## config.mk

```make
export PLATFORM = sky130hd
export DESIGN_NAME = detector_sentido
export DESIGN_NICKNAME = d
export VERILOG_FILES = /design/src/rtl/detector_sentido.sv
export SDC_FILE = /design/constraint.sdc
export NUM_CORES = 1
export LEC_CHECK = 0
export CAP_MARGIN = 20
export CORE_UTILIZATION = 51
export CTS_BUF_LIST = sky130_fd_sc_hd__clkbuf_8 sky130_fd_sc_hd__clkbuf_16
export CTS_CLUSTER_DIAMETER = 60
export DETAILED_ROUTE_END_ITERATION = 8
export PLACE_DENSITY = 0.82
export SLEW_MARGIN = 20
export SYNTH_ARGS = -nofsm -noshare
export SYNTH_HDL_FRONTEND = slang
export SYNTH_SLANG_ARGS = --single-unit
```

## constraint.sdc

```tcl
create_clock -name clk -period 1.8 [get_ports clk]
set_input_delay 0.54 -clock clk [delete_from_list [all_inputs] [get_ports clk]]
set_output_delay 0.54 -clock clk [all_outputs]
set_load 0.02 [all_outputs]
```

## src/rtl/detector_sentido.sv

```systemverilog
// Vehicle direction detector fed by two debounced presence sensors: tracks
// entry/exit sequences, pulses events and keeps a saturating occupancy count.
module detector_sentido #(
  parameter int MAX_AUTOS = 15,
  parameter int ANCHO     = 4
) (
  input  logic             clk,
  input  logic             reset,
  input  logic             sensor_a,
  input  logic             sensor_b,
  output logic             entrada,
  output logic             salida,
  output logic             error,
  output logic [ANCHO-1:0] contador,
  output logic             lleno,
  output logic             vacio,
  output logic             ocupado
);

  typedef enum logic [2:0] {
    REPOSO   = 3'd0,
    E1       = 3'd1,
    E2       = 3'd2,
    E3       = 3'd3,
    S1       = 3'd4,
    S2       = 3'd5,
    S3       = 3'd6,
    INVALIDO = 3'd7
  } estado_t;

  localparam logic [ANCHO-1:0] MAX_CUENTA = ANCHO'(MAX_AUTOS);
  localparam logic [ANCHO-1:0] UNO        = ANCHO'(1);

  estado_t          estado;
  estado_t          estadoSig;
  logic [1:0]       ab;
  logic             eventoEnt;
  logic             eventoSal;
  logic [ANCHO-1:0] cuentaSig;

  function automatic estado_t siguiente(input estado_t s, input logic [1:0] v);
    estado_t n;
    n = s;
    case (s)
      REPOSO: case (v)
        2'b10:   n = E1;
        2'b01:   n = S1;
        2'b11:   n = INVALIDO;
        default: n = REPOSO;
      endcase
      E1: case (v)
        2'b10:   n = E1;
        2'b11:   n = E2;
        2'b00:   n = REPOSO;
        default: n = INVALIDO;
      endcase
      E2: case (v)
        2'b11:   n = E2;
        2'b01:   n = E3;
        2'b10:   n = E1;
        default: n = INVALIDO;
      endcase
      E3: case (v)
        2'b01:   n = E3;
        2'b11:   n = E2;
        2'b00:   n = REPOSO;
        default: n = INVALIDO;
      endcase
      S1: case (v)
        2'b01:   n = S1;
        2'b11:   n = S2;
        2'b00:   n = REPOSO;
        default: n = INVALIDO;
      endcase
      S2: case (v)
        2'b11:   n = S2;
        2'b10:   n = S3;
        2'b01:   n = S1;
        default: n = INVALIDO;
      endcase
      S3: case (v)
        2'b10:   n = S3;
        2'b11:   n = S2;
        2'b00:   n = REPOSO;
        default: n = INVALIDO;
      endcase
      default: n = (v == 2'b00) ? REPOSO : INVALIDO;
    endcase
    return n;
  endfunction

  // Occupancy never wraps: a missed exit must not turn a full lot into an empty one.
  function automatic logic [ANCHO-1:0] incSat(input logic [ANCHO-1:0] c);
    return (c < MAX_CUENTA) ? c + UNO : c;
  endfunction

  function automatic logic [ANCHO-1:0] decSat(input logic [ANCHO-1:0] c);
    return (c != '0) ? c - UNO : c;
  endfunction

  assign ab = {sensor_a, sensor_b};

  always_comb begin
    estadoSig = siguiente(estado, ab);
    eventoEnt = (estado == E3) && (ab == 2'b00);
    eventoSal = (estado == S3) && (ab == 2'b00);
    cuentaSig = contador;
    if (eventoEnt)      cuentaSig = incSat(contador);
    else if (eventoSal) cuentaSig = decSat(contador);
  end

  // Flags are computed from the next count so they change on the same edge as contador.
  always_ff @(posedge clk or negedge reset) begin
    if (!reset) begin
      estado   <= REPOSO;
      contador <= '0;
      entrada  <= 1'b0;
      salida   <= 1'b0;
      error    <= 1'b0;
      lleno    <= 1'b0;
      vacio    <= 1'b1;
      ocupado  <= 1'b0;
    end else begin
      estado   <= estadoSig;
      contador <= cuentaSig;
      entrada  <= eventoEnt;
      salida   <= eventoSal;
      error    <= (estadoSig == INVALIDO) && (estado != INVALIDO);
      lleno    <= (cuentaSig == MAX_CUENTA);
      vacio    <= (cuentaSig == '0);
      ocupado  <= (estadoSig != REPOSO);
    end
  end

endmodule

```

==> flow_metrics.py, run 1 <==
metrics = {
    "power_and_ir_drop": {
        "peakVddDrop_uv": 810,
        "leakage_uw": 0.000614,
        "pwr-share-comb": 0.580,
        "internal-power_uw": 1120,
        "switching_power_uw": 858,
        "power_uw": 1980,
        "power_frac_seq": 0.300,
        "switching_share": 0.433,
        "clockPowerShare": 0.120,
        "p_per_area_mw_per_mm2": 1540,
    },
    "setup_path": {
        "max_stage_delay_ps": 520,
        "cp-start-kind": "input port",
        "cp_max_fo": 3,
        "arrival_ps": 1990,
        "reg2reg_setup_slack_ps": 10,
        "worstSetupPathType": "in -> reg",
        "critPathCaptureType": "register",
        "cp.required_ps": 1940,
        "critical_path.cell_chain": "buf_6 > clkinvlp_4 > ha_4 > nand4b_4 > or4b_4 > o311a_4 > nor4_4",
        "reg2reg_depth": 4,
        "timing.rr.end": "vacio",
        "crit_buf_inv": 2,
        "cp_slowest_cell": "or4b_4",
        "r2r_start": "contador[1]",
        "cp_top_family": "simple AND/OR/NAND/NOR gates",
    },
    "global_routing": {
        "grt_max_degree": 14,
        "grt.overflow.total": 0,
        "grt_pass1_vias": 772,
        "grt_pass1_wl_mm": 3.46,
        "track_usage": 0.251,
        "antenna_found_initial": 0,
    },
    "cells_and_area": {
        "multi_input_area_um2": 583,
        "fillers": 100,
        "layout-drive-gt1-share": 0.419,
        "regArea_um2": 328,
        "antennaDiodeCount": 0,
        "final_cells": 133,
        "syn_to_final_growth_pct": 45.8,
        "fin_nets": 131,
    },
    "sta": {
        "relSlewSlack": 0.651,
        "layout_min_cycle_time_ps": 1850,
        "min_period_over_period": 1.03,
        "rsz0062_at_grt": "true",
        "totalNegativeSetupSlack_ps": -56.7,
        "finalHoldViolations": 0,
        "worst_pin_slew_ps": 522,
        "worst_slack_ps": -47.9,
        "skew_ps": 3.93,
        "holdWs_ps": 652,
        "drv_slew": 0,
        "setup_viol": 2,
        "fmax_mhz": 541,
    },
    "logic_synthesis": {
        "syn_inst": 84,
        "synthArstFlopShare": 1.00,
        "syn-cell-area_um2": 885,
        "synth-edff-count": 0,
        "synth_seq_cells": 13,
        "synthFlopType": "dfrtp_1",
        "yosysUniqueCellTypes": 38,
        "synth_seq_area_share": 0.369,
        "syn_avg_cell_area_um2": 10.5,
        "synth_nets": 97,
        "ys_warn_count": 0,
    },
    "clock_tree": {
        "cts.clk_slew.worst_paths_ps": 50,
        "cts_root_buffer": "clkbuf_8",
        "insertion_delay_ps": 230,
        "cts_hold_buffers": 0,
        "cts_made_buffers": 3,
        "cts.path.max_buffers": 2,
        "cts_tree": "done",
        "htree_num_levels": 1,
        "cts.sinks": 13,
    },
    "place": {
        "port_buffers": 13,
        "dpl.hpwl_mm": 1.46,
        "place_inst": 124,
        "gp_congestion": 0.857,
    },
    "drt": {
        "via_per_inst": 5.87,
        "drtIter0Drc": 15,
        "first_pass_iters": 6,
        "drtAntennaViolNets": 0,
        "wl_per_cell_um": 17.0,
        "vias": 781,
        "wirelength_mm": 2.26,
        "drc": 2,
    },
    "floorplanning": {
        "start_util": 0.567,
        "design.core.area_mm2": 0.00156,
        "num_rows": 14,
        "pin_count": 14,
        "dieArea_mm2": 0.00190,
        "die_y_um": 43.6,
        "die_w_um": 43.6,
    },
    "status": {
        "violations": "design-rule violations, negative setup slack",
        "status": "finished, violations left",
    },
    "job": {
        "cap_violations": 0,
    },
    "min_path": {
        "hp-class": "in -> async",
    },
}
repair_timing:
| action | in CTS | in global routing |
|---|---|---|
| endpoints found under the setup margin | 16 | 3 |
| pin swaps | 5 | 5 |
| resized for setup | 22 | 9 |
| gates cloned | 0 | 0 |
| buffers inserted | 4 | 1 |
cells in the mapped netlist, drive strengths merged (2+ instances only):
cell,instances,area (um2)
a21oi,2,10.0
and3,2,12.5
buf,3,23.8
dfrtp,12,300
ha,9,113
inv,9,33.8
mux2,3,33.8
nand2,4,15.0
nand3,2,10.0
nand3b,2,15.0
nand4b,3,47.5
nor2,5,18.8
nor3,2,10.0
nor3b,4,30.0
o21ai,3,15.0
o22ai,2,12.5
power by group through the flow:
| stage | clock network, uW | registers (uW) | logic, uW |
|---|---|---|---|
| 6_report | 238 | 594 | 1150 |
| 5_1_grt | 261 | 612 | 1210 |
| 4_1_cts | 242 | 568 | 1060 |
| 3_5_place_dp | 0 | 568 | 1010 |
| 3_3_place_gp | 0 | 559 | 973 |
| 2_1_floorplan | 0 | 604 | 581 |
worst max path at each step:
stage / slack (ps) / cells past startpoint / endpoint / start
CTS: -50 / 7 / vacio / sensor_a
detailed placement: -660 / 8 / vacio / sensor_b
global placement: -630 / 8 / vacio / sensor_b
global route: -100 / 7 / vacio / sensor_b
floorplan: -10 / 6 / lleno / sensor_b
finish: -50 / 7 / vacio / sensor_b
state kept, by name, summed over array words and instances, names as in the netlist:
name	count
ocupado	1
contador	4
lleno	1
salida	1
entrada	1
vacio	1
error	1
estado	3
logic make-up (layout without fill, tap and decap cells):
kind of cell | Yosys count | in the layout | share of synthesized area
xor gates and xnor gates | 1 | 1 | 0.00990
buffers and inverters | 12 | 45 | 0.0651
AOI/OAI and AO/OA | 16 | 16 | 0.130
DFF | 13 | 13 | 0.369
and+or+nand+nor | 29 | 29 | 0.231
muxes | 4 | 4 | 0.0679
adders and majority gates | 9 | 9 | 0.127
through the flow:
stage | area, um2 | setup slack [ps] | utilization
finish | 1290 | -47.9 | 0.827
global route | 1290 | -99.7 | 0.827
CTS | 1250 | -54.0 | 0.803
detailed placement | 1140 | -662 | 0.733
global placement | 1140 | -631 | 0.733
floorplan | 911 | -13.8 | -
area by class of cell:
type / instances / share of cell area
Inverter: 9 / 0.0320
Multi-Input combinational cell: 59 / 0.452
Sequential cell: 13 / 0.254
Tap cell: 16 / 0.0155
Timing Repair Buffer: 32 / 0.211
Clock inverter: 1 / 0.00291
Clock buffer: 3 / 0.0320
layout by cell type (no fill, tap or decap), drive strengths merged, types with 2 or more instances in the layout:
master,n
buf,21
dfrtp,12
ha,9
inv,8
clkdlybuf4s50,6
nor2,5
dlygate4sd2,5
nand2,4
nor3b,4
mux2,3
clkbuf,3
o21ai,3
nand4b,3
clkinvlp,2
a21oi,2
nand3b,2
and3,2
nand3,2
nor3,2
o22ai,2
metal layers:
layer,part of all wire,vias to the layer above,track usage
li1,-,372,-
met1,0.44,378,0.332
met2,0.50,25,0.394
met3,0.031,6,0.0292
met4,0.027,0,0.150
met5,0,-,0
Note: power is estimated with default switching activity, not from simulation.
==> inputs of run 2 (changes only) <==
SETUP_SLACK_MARGIN = 0.4   (was unset)
==> run 2 against run 1 <==
  * The flow still finishes with violations (design-rule violations, negative setup slack)
  * Worst hold slack better by 11 ps
  * Sequential power decreased by 2%
  * Critical endpoint is now ocupado
  * Utilization rose by 8.0 points
  * Largest cell class unchanged
  * Final cell count grew 2.3%
  * Combinational power grew 36%
  * Critical path depth up 1
  * Count of clock-buffer cells in the layout is the same
==> flow_metrics.py, run 2 (synthesized netlist as in run 1, its figures left out) <==
metrics = {
    "setup_path": {
        "crit_buf_inv": 4,
        "max_stage_delay_ps": 380,
        "r2r_start": "contador[0]",
        "critPathCaptureType": "register",
        "timing.rr.end": "lleno",
        "reg2reg_depth": 7,
        "cp_max_fo": 3,
        "cp.required_ps": 1890,
        "cp_slowest_cell": "a311oi_4",
        "reg2reg_setup_slack_ps": -20,
        "arrival_ps": 2010,
        "worstSetupPathType": "in -> reg",
        "critical_path.cell_chain": "buf_8 > clkinvlp_4 > buf_6 > ha_2 > buf_4 > mux2_4 > a311oi_4 > nand3_1",
        "cp-start-kind": "input port",
        "cp_top_family": "buffers and inverters",
    },
    "min_path": {
        "hp-class": "in -> async",
    },
    "power_and_ir_drop": {
        "power_uw": 2400,
        "peakVddDrop_uv": 1040,
        "leakage_uw": 0.000645,
        "p_per_area_mw_per_mm2": 1700,
    },
    "sta": {
        "skew_ps": 4.17,
        "worst_slack_ps": -125,
        "drv_slew": 0,
        "rsz0062_at_grt": "true",
        "min_period_over_period": 1.07,
        "relSlewSlack": 0.618,
        "finalHoldViolations": 0,
        "holdWs_ps": 663,
        "layout_min_cycle_time_ps": 1930,
        "fmax_mhz": 519,
        "totalNegativeSetupSlack_ps": -294,
        "worst_pin_slew_ps": 572,
        "setup_viol": 5,
    },
    "cells_and_area": {
        "fillers": 57,
        "final_cell_mix": "buf_4 (18), dfrtp_1 (9), buf_6 (8), buf_2 (6), nor2_1 (5)",
        "layout-drive-gt1-share": 0.608,
        "largest_reg_flops": 4,
        "syn_to_final_growth_pct": 60.0,
        "antennaDiodeCount": 0,
        "fin_nets": 134,
        "reg.largest.list": "contador x4, estado x3",
        "final_cells": 136,
        "final_common_cell": "buf_4",
        "top_register": "contador",
    },
    "drt": {
        "wirelength_mm": 3.29,
        "drtIter0Drc": 59,
        "vias": 911,
        "first_pass_iters": 6,
        "wl_per_cell_um": 24.2,
        "drc": 2,
        "drtAntennaViolNets": 0,
        "via_per_inst": 6.70,
    },
    "global_routing": {
        "grt_max_degree": 14,
        "track_usage": 0.286,
        "grt_pass1_wl_mm": 3.97,
        "grt_pass1_vias": 801,
        "grt.overflow.total": 0,
        "antenna_found_initial": 0,
    },
    "clock_tree": {
        "insertion_delay_ps": 240,
        "htree_num_levels": 1,
        "cts.path.max_buffers": 2,
        "cts_made_buffers": 3,
        "cts.clk_slew.worst_paths_ps": 60,
        "cts_hold_buffers": 0,
        "cts.sinks": 13,
        "cts_tree": "done",
        "cts_root_buffer": "clkbuf_8",
    },
    "place": {
        "port_buffers": 13,
        "dpl.hpwl_mm": 1.39,
        "place_ws_ps": -679,
        "place_inst": 120,
        "gp_congestion": 0.852,
    },
    "floorplanning": {
        "start_util": 0.567,
        "die_w_um": 43.6,
        "die_y_um": 43.6,
        "design.core.area_mm2": 0.00156,
        "pin_count": 14,
        "dieArea_mm2": 0.00190,
        "num_rows": 14,
    },
    "job": {
        "cap_violations": 0,
    },
    "status": {
        "status": "finished, violations left",
        "violations": "design-rule violations, negative setup slack",
    },
}
run 2: cell count changes in the layout (fill, tap and decap cells not counted), sizes merged:
cell           delta
clkdlybuf4s50     -5
dlygate4sd2       -5
buf              +12
clkdlybuf4s15     +1
run 2: power by group:
group	switching (uW)	total, uW	leakage, uW	internal, uW
Combinational	821	1560	0.000463	741
Clock	109	259	0.0000269	151
Sequential	159	580	0.000155	421
Total	1090	2400	0.000645	1310
run 2: repair_timing:
item / 4_1_cts / 5_1_grt
setup endpoints to repair: 23 / 17
gates cloned: 0 / 0
pin swaps: 16 / 11
buffers inserted: 9 / 3
hold endpoints to repair: 0 / 0
resized for setup: 71 / 22
run 2: area by class of cell:
class / instances / area (um2) / share of cell area
multi-input cells: 59 / 682 / 0.482
clock buffers: 3 / 41.3 / 0.0292
flip-flops and latches: 13 / 330 / 0.233
inverters: 9 / 46.3 / 0.0327
repair buffers: 35 / 292 / 0.206
clock inverters: 1 / 3.75 / 0.00265
well taps: 16 / 20.0 / 0.0141
run 2: stage by stage:
| stage | instance area (um2) | utilization |
|---|---|---|
| after global placement | 1130 | 0.726 |
| after floorplan | 931 | - |
| after global routing | 1420 | 0.908 |
| after detailed placement | 1130 | 0.726 |
| after CTS | 1340 | 0.862 |
| final | 1420 | 0.908 |
run 2: worst max-delay path by stage:
stage | start | to | depth (start not counted)
2_1_floorplan | sensor_b | lleno | 6
3_3_place_gp | sensor_b | lleno | 8
3_5_place_dp | sensor_b | vacio | 8
4_1_cts | sensor_a | vacio | 7
5_1_grt | sensor_b | ocupado | 8
6_report | sensor_b | ocupado | 8
run 2: per-layer routing:
metal,GRT usage,part of all wire
met5,0,0
met1,0.362,0.41
met2,0.490,0.49
met3,0.0500,0.077
met4,0.0938,0.029
==> inputs of run 3 (changes only) <==
SLEW_MARGIN = unset   (was 20)
==> results of run 3 <==
Same layout as run 2: the final DEF is identical, and so are final timing and power.
